===== config.mk =====
export PLATFORM = sky130hd
export DESIGN_NAME = apb4_master_arb
export DESIGN_NICKNAME = d
export VERILOG_FILES = /design/src/rtl/apb4_master_arb.sv
export SDC_FILE = /design/constraint.sdc
export NUM_CORES = 1
export LEC_CHECK = 0
export BUFFER_PORTS_ARGS = -buffer_cell sky130_fd_sc_hd__buf_4
export CORE_UTILIZATION = 30
export CTS_BUF_LIST = sky130_fd_sc_hd__clkbuf_8 sky130_fd_sc_hd__clkbuf_16
export CTS_CLUSTER_DIAMETER = 120
export CTS_CLUSTER_SIZE = 16
export DETAILED_ROUTE_END_ITERATION = 10
export GPL_ROUTABILITY_DRIVEN = 0
export PLACE_DENSITY_LB_ADDON = 0.15
export SETUP_SLACK_MARGIN = 0.4
export SLEW_MARGIN = 5
export SYNTH_ARGS = -nofsm -noshare
export SYNTH_HDL_FRONTEND = slang
export SYNTH_SLANG_ARGS = --single-unit

===== constraint.sdc =====
create_clock -name PCLK -period 4.6 [get_ports PCLK]
set_clock_uncertainty 0.05 [all_clocks]
set_input_delay 0.46 -clock PCLK [delete_from_list [all_inputs] [get_ports PCLK]]
set_output_delay 0.46 -clock PCLK [all_outputs]
set_load 0.05 [all_outputs]

===== src/rtl/apb4_master_arb.sv =====
// Two-requester APB4 master: round-robin arbitration between two command ports,
// SETUP/ACCESS sequencing with an ACCESS-phase timeout, and per-requester responses.
module apb4_master_arb #(
  parameter int DATA_WIDTH = 32,
  parameter int ADDR_WIDTH = 32,
  parameter int SEL_BIT    = 8,
  parameter int TIMEOUT    = 16,
  localparam int STRB_WIDTH = DATA_WIDTH / 8
) (
  input  logic                    PCLK,
  input  logic                    PRESETn,
  input  logic [1:0]              REQ_VALID,
  output logic [1:0]              REQ_READY,
  input  logic [2*ADDR_WIDTH-1:0] REQ_ADDR,
  input  logic [1:0]              REQ_WRITE,
  input  logic [2*DATA_WIDTH-1:0] REQ_WDATA,
  input  logic [2*STRB_WIDTH-1:0] REQ_STRB,
  output logic [1:0]              RSP_VALID,
  output logic [DATA_WIDTH-1:0]   RSP_RDATA,
  output logic                    RSP_ERR,
  output logic [ADDR_WIDTH-1:0]   PADDR,
  output logic                    PSEL1,
  output logic                    PSEL2,
  output logic                    PENABLE,
  output logic                    PWRITE,
  output logic [DATA_WIDTH-1:0]   PWDATA,
  output logic [STRB_WIDTH-1:0]   PSTRB,
  input  logic                    PREADY,
  input  logic [DATA_WIDTH-1:0]   PRDATA,
  input  logic                    PSLVERR,
  output logic [1:0]              state_dbg
);

  localparam int CNT_W = $clog2(TIMEOUT + 1);

  typedef enum logic [1:0] {
    ST_IDLE   = 2'd0,
    ST_SETUP  = 2'd1,
    ST_ACCESS = 2'd2
  } state_t;

  state_t state, state_nxt;

  logic                  last_grant;
  logic                  cur_req;
  logic [CNT_W-1:0]      tmo_cnt;
  logic                  grant_any;
  logic                  grant_idx;
  logic [ADDR_WIDTH-1:0] sel_addr;
  logic [DATA_WIDTH-1:0] sel_wdata;
  logic [STRB_WIDTH-1:0] sel_strb;
  logic                  sel_write;
  logic                  timeout_hit;
  logic                  xfer_done;

  // Round-robin: on contention the requester that was not granted last wins.
  always_comb begin
    grant_any = |REQ_VALID;
    grant_idx = (&REQ_VALID) ? ~last_grant : REQ_VALID[1];
    sel_addr  = grant_idx ? REQ_ADDR[2*ADDR_WIDTH-1:ADDR_WIDTH]  : REQ_ADDR[ADDR_WIDTH-1:0];
    sel_wdata = grant_idx ? REQ_WDATA[2*DATA_WIDTH-1:DATA_WIDTH] : REQ_WDATA[DATA_WIDTH-1:0];
    sel_strb  = grant_idx ? REQ_STRB[2*STRB_WIDTH-1:STRB_WIDTH]  : REQ_STRB[STRB_WIDTH-1:0];
    sel_write = grant_idx ? REQ_WRITE[1] : REQ_WRITE[0];
  end

  // Abort on the cycle the counter would reach TIMEOUT; PREADY in that cycle wins.
  assign timeout_hit = !PREADY && (tmo_cnt == CNT_W'(TIMEOUT - 1));
  assign xfer_done   = (state == ST_ACCESS) && (PREADY || timeout_hit);

  always_ff @(posedge PCLK or negedge PRESETn) begin
    if (!PRESETn) state <= ST_IDLE;
    else          state <= state_nxt;
  end

  always_comb begin
    state_nxt = state;
    case (state)
      ST_IDLE:   if (grant_any) state_nxt = ST_SETUP;
      ST_SETUP:  state_nxt = ST_ACCESS;
      ST_ACCESS: if (xfer_done) state_nxt = ST_IDLE;
      default:   state_nxt = ST_IDLE;
    endcase
  end

  // Command handshake: a command transfers in the cycle REQ_VALID[i] and
  // REQ_READY[i] are both high; READY is only ever raised in IDLE, for the winner.
  always_comb begin
    REQ_READY = 2'b00;
    if (PRESETn && state == ST_IDLE && grant_any) REQ_READY[grant_idx] = 1'b1;
    state_dbg = state;
  end

  always_ff @(posedge PCLK or negedge PRESETn) begin
    if (!PRESETn) begin
      PADDR      <= '0;
      PWRITE     <= 1'b0;
      PWDATA     <= '0;
      PSTRB      <= '0;
      PSEL1      <= 1'b0;
      PSEL2      <= 1'b0;
      PENABLE    <= 1'b0;
      RSP_VALID  <= 2'b00;
      RSP_RDATA  <= '0;
      RSP_ERR    <= 1'b0;
      last_grant <= 1'b1;
      cur_req    <= 1'b0;
      tmo_cnt    <= '0;
    end else begin
      RSP_VALID <= 2'b00;
      case (state)
        ST_IDLE: begin
          if (grant_any) begin
            PADDR      <= sel_addr;
            PWRITE     <= sel_write;
            PWDATA     <= sel_wdata;
            PSTRB      <= sel_write ? sel_strb : '0;
            PSEL1      <= ~sel_addr[SEL_BIT];
            PSEL2      <= sel_addr[SEL_BIT];
            cur_req    <= grant_idx;
            last_grant <= grant_idx;
          end
        end
        ST_SETUP: begin
          PENABLE <= 1'b1;
          tmo_cnt <= '0;
        end
        ST_ACCESS: begin
          if (xfer_done) begin
            PSEL1              <= 1'b0;
            PSEL2              <= 1'b0;
            PENABLE            <= 1'b0;
            RSP_VALID[cur_req] <= 1'b1;
            if (PREADY) begin
              RSP_RDATA <= PWRITE ? '0 : PRDATA;
              RSP_ERR   <= PSLVERR;
            end else begin
              RSP_RDATA <= '0;
              RSP_ERR   <= 1'b1;
            end
          end else begin
            tmo_cnt <= tmo_cnt + CNT_W'(1);
          end
        end
        default: ;
      endcase
    end
  end

endmodule


### Word-level counts from Yosys, hierarchy flattened

Cells that the tools add are included.

| storage, ports and cells | value |
|---|---|
| flip-flop bits (word level) | 116 |
| bits in latches | 0 |
| bits in writable memories | 0 |
| bits in read-only memories | 0 |
| input port bits | 176 |
| output and inout bits | 111 |
| logic and storage cells | 73 |
| memories | 0 |

| operators by class | value |
|---|---|
| add/subtract/negate cells | 1 |
| multipliers | 0 |
| div/mod/pow operators | 0 |
| magnitude comparators | 4 |
| equal/unequal tests | 6 |
| shifts and indexed selects | 0 |
| mux-type cells | 27 |
| bitwise operators | 2 |
| reduce and logical (&&, ||, !) cells | 19 |

Operators by type and width:

| cell | number |
|---|---|
| $mux 32 | 4 |
| $reduce_and 2->1 | 6 |
| $mux 2 | 5 |
| $pmux 5 s2 | 1 |
| $mux 1 | 8 |
| $mux 4 | 2 |
| $logic_and 1x1->1 | 6 |
| $ne 2x2->1 const B | 3 |
| $pmux 1 s2 | 3 |
| $pmux 2 s3 | 1 |
| $add 5x1->5 const B | 1 |
| $eq 5x4->1 const B | 1 |
| $mux 5 | 1 |
| $lt 1x2->1 const B | 2 |
| $reduce_bool 2->1 | 2 |
| $reduce_and 3->1 | 1 |
| $demux 1 s1 | 2 |
| $eq 2x1->1 const B | 1 |
| $eq 2x2->1 const B | 1 |
| $ge 1x1->1 const B | 2 |
| $logic_not 2->1 | 1 |
| $not 1->1 | 2 |
| $reduce_or 2->1 | 1 |
| $logic_not 1->1 | 1 |
| $logic_or 1x1->1 | 1 |

### Longest topological paths before layout

| depth | value |
|---|---|
| depth in word-level cells | 7 |
| mapped depth | 7 |
| gate-level depth less buffers | 6 |

### Worst setup path before layout

OpenSTA, ideal clock, no wires.

| path | value |
|---|---|
| path type | register to output |
| start | register state[1] (netlist: state_dbg[1]) |
| end | output port REQ_READY[0] |
| arrival time | 1636 ps |
| data required time | 4090 ps |
| path slack | 2454 ps |
| cell stages (with the launch flop) | 6 |
| buffers on the path | 1 |
| cell sequence | dfrtp_1 buf_2 nor2_4 o21ai_2 inv_1 and3_1 |

| between the ends | value |
|---|---|
| word-level cells in the longest chain between the ends | 4 |

RTL lines:

| element | line | text |
|---|---|---|
| start: declaration | 42 | `state_t state, state_nxt;` |
| start signal: assignment | 72 | `else state <= state_nxt;` |
| $logic_not 2->1 | 89 | `if (PRESETn && state == ST_IDLE && grant_any) REQ_READY[grant_idx] = 1'b1;` |
| $logic_and 1x1->1 (2 in series) | 89 |  |
| $mux 2 | 89 |  |
| end: declaration | 13 | `output logic [1:0] REQ_READY,` |

No other way between the ends.

### Final worst setup path

| path | value |
|---|---|
| start | register last_grant |
| end | output port REQ_READY[0] |

| between the ends | value |
|---|---|
| word-level cells in the longest chain between the ends | 7 |
| elaborated cells between the ends (all ways) | 8 |
| classes of those cells | order compare: 2; mux: 4; bitwise: 1; reduce/logical: 1 |

RTL lines:

| element | line | text |
|---|---|---|
| start: declaration | 44 | `logic last_grant;` |
| start signal: assignment | 120 | `last_grant <= grant_idx;` |
| $not 1->1 * | 59 | `grant_idx = (&REQ_VALID) ? ~last_grant : REQ_VALID[1];` |
| $mux 1 * | 59 |  |
| $lt 1x2->1 (not written as such) or $ge 1x1->1 (tied branches) | 89 |  |
| $logic_and 1x1->1 (not written as such) | 89 |  |
| $mux 1 (not written as such) | 89 |  |
| $demux 1 s1 * | 89 |  |
| $mux 2 * | 89 |  |

Mark *: on every way between the ends. The rest lies on a longest branch, timed or not.

==> metrics.md <==
| Metric | Value |
|---|---|
| Synth Area in XOR/XNOR | `0%` |
| Status | `finished, final reports clean` |
| Fin crit share | `a little under three fifths` |
| Top_reg_cell synth | `dfrtp_1` |
| Number of synthesized register bits | `between 100 and 150` |
| CTS Buf Count | `17` |
| Post-Route Setup TNS | `0 ns` |
| Initial Util | `30.8%` |
| HPWL Detailed | `12000 microns` |
| CP Max Fanout | `45` |
| DRT iter0 DRCs | `about 300` |
| Via density | `4.94` |
| DRT antenna net count | `0` |
| Leading area contributor after synthesis | `dfrtp_1` |
| Syn Nets | `between 700 and 800` |
| Syn Std Cell Area | `roughly 5400 sq um` |
| Die H | `136 microns` |
| Max Fclk | `between 300 and 400 MHz` |
| Sequential fraction of the synthesis area | `54.3%` |
| Post-route insts no fill | `approximately 1000` |
| Share of cells above drive strength 1 | `41.6%` |
| Largest net degree at the start of global routing | `between 70 and 80` |
| Post-synth cell types | `40` |
| Core area | `roughly 17000 sq um` |
| DRT Pass-1 Iters | `4` |
| Synth top area cells | `dfrtp_1, o21ai_0, mux2i_1` |
| Mux cell area share after synthesis | `about 13%` |
| Worst vdd ir | `about 0.37 mV` |
| Clk root buf | `clkbuf_16` |
| Worst-margin pin slew | `between 1 and 1.5 ns` |
| WS Path Type | `reg2out` |
| Post-CTS Setup Bufs | `0` |
| Most frequent cell after synthesis | `o21ai_0` |
| Gr busiest metal | `met2` |
| Pwr per Cell Area | `slightly below 800 nW/um^2` |
| I/O pin total | `approximately 290` |
| Required @ worst endpoint | `~4.1 ns` |
| Main combinational cell family by area after synthesis | `compound AO/OA/AOI/OAI gates` |
| Minimum clock period | `about 2.6 ns` |
| Hold Vio Cnt, Final | `0` |
| Final Worst Setup Slack | `a little under 2 ns` |
| H-Tree Level Count | `4` |
| Final core utilization | `a little under half` |
| Placed Cells incl. Taps | `approximately 1000` |
| Compound-Gate Fraction of Synth Area | `roughly 22%` |
| Clk slew on worst S/H paths | `roughly 0.05 ns` |
| ANT cells | `0` |
| Post-cts sizing count | `0` |
| Initial antenna violation count | `0` |
| Met2 usage | `31.1%` |
| Worst-skew pair later-pin latency | `slightly above 0.4 ns` |
| Crit start category | `flip-flop` |
| Port bufs | `between 200 and 300` |
| Sink Count | `roughly 120` |
| CTS tree | `built` |
| Final setup violation count | `0` |
| Met1 global-route usage | `between 20% and 30%` |
| Pre-CTS setup slack | `around 2.0 ns` |
| Avg WL per Cell | `around 17 microns` |
| Arrival @ worst endpoint | `roughly 2.1 ns` |
| Mapped Avg Cell Area | `slightly above 10 sq um` |
| Met3 Resource Use GR | `under 10%` |
| Worst setup EP type | `output port` |
| Grt ovf | `0` |
| DR DRC count | `0` |
| Die area | `roughly 18000 sq um` |
| Pleak | `4.14 nW` |
| Vias in the first global route | `about 5100` |
| Cells after Synth | `between 500 and 600` |
| RSZ-0062 raised after global routing | `no` |
| Routed WL | `between 15000 and 20000 microns` |
| Die Wd | `between 100 and 150 microns` |
| Final Max Tran Viols | `0` |
| Row cnt | `48` |
| Async S/R FF share, synth | `100%` |
| Commonest cells in the netlist | `o21ai_0, dfrtp_1, mux2i_1, nand2_1, clkbuf_1` |
| EDFF count, synth | `0` |
| Slew headroom | `around a fifth` |
| Final net count | `966` |
| Gr usage total | `19.0%` |
| Worst hold path class | `in2async` |
| Adder-Cell Fraction of Synth Area | `less than 1%` |
| Max-cap violation count | `0` |
| Synth warn | `0` |
| CTS Buffer Depth | `2` |
| Via count | `between 5000 and 6000` |
| CTS hold repair buffers | `0` |
| Synth Area in Simple Gates | `about 5.6%` |
| Post-synth top area share | `a little over half` |
| Area Overhead vs Synth | `54.2%` |
| First-pass GRT wire length | `around 27000 microns` |
==> metrics by stage <==
stage | area [sq um] | power [W] | hold WS (ns)
floorplan | 5350 | 0.00403 | 0.114
finish | 8250 | 0.00654 | 0.0427
global route | 8250 | 0.00691 | 0.0892
global placement | 7620 | 0.00513 | 0.420
CTS | 8250 | 0.00661 | 0.0617
detailed placement | 7620 | 0.00518 | 0.431
==> cell families after synthesis <==
logic type,after synthesis
flip-flops,116
AND/OR/NAND/NOR,65
AO/OA/AOI/OAI,220
multiplexers,67
buffers and inverters,54
adder cells (fa/ha/maj),2
==> layout make-up <==
class                   instances  area [sq um]
clock buffers                  20           467
clock inverters                12           160
fillers                      1677          9100
inverters                       7          26.3
multi-input cells             354          2220
flip-flops and latches        116          2900
well taps                     225           282
repair buffers                292          2190
==> final timing paths <==
kind | start | to | slack, ns | depth (start not counted)
worst max-delay path | last_grant | REQ_READY[0] | 1.97 | 3
worst min-delay path | PRESETn | PWDATA[0] | 0.04 | 1
worst max register to register | tmo_cnt[0] | RSP_RDATA[2] | 1.99 | 6
worst min register to register | cur_req | RSP_VALID[0] | 0.45 | 1
max in group asynchronous | PRESETn | PWDATA[27] | 3.13 | 2
min in group PCLK | REQ_STRB[3] | PSTRB[3] | 0.23 | 2
==> cell usage in the layout, fill, tap and decap left out, types with 2 or more instances in the layout <==
master     instances
ha_1               2
nor4_1             2
o21ai_1            8
buf_4            292
o2bb2ai_1          3
o21ai_0          187
a21oi_1            3
nor2_1             2
clkinv_2           5
nand3_1            4
nor3_1             4
and2_1             2
dfrtp_1          115
clkbuf_8           3
clkbuf_16         17
and3_1             3
a311o_1            2
a22o_1             2
mux2i_1           66
inv_1              8
bufinv_16          4
nor2_4             2
a221o_1            4
nand2_1           39
a31oi_1            2
==> critical path, stage by stage (launching register included) <==
cell and delay, ns:
dfstp_2 0.57, a21bo_4 0.67, and3_1 0.26, buf_4 0.21
==> metal layers <==
| metal | vias to the layer above | wire [microns] |
|---|---|---|
| li1 | 2405 | - |
| met5 | - | 0 |
| met2 | 221 | 8310 |
| met3 | 31 | 1280 |
| met1 | 2410 | 7100 |
| met4 | 0 | 489 |
==> report_power, final <==
part           switching, W  internal (W)
clock              0.000466      0.000940
sequential         0.000276       0.00147
combinational       0.00241      0.000979
==> state kept, by name (all words and copies together), names as in the netlist <==
| name | flops |
|---|---|
| PADDR | 32 |
| PENABLE | 1 |
| PSEL1 | 1 |
| PSEL2 | 1 |
| PSTRB | 4 |
| PWDATA | 32 |
| PWRITE | 1 |
| RSP_ERR | 1 |
| RSP_RDATA | 32 |
| RSP_VALID | 2 |
| cur_req | 1 |
| last_grant | 1 |
| state_dbg | 2 |
| tmo_cnt | 5 |
Power figures use the tool's default switching activity.
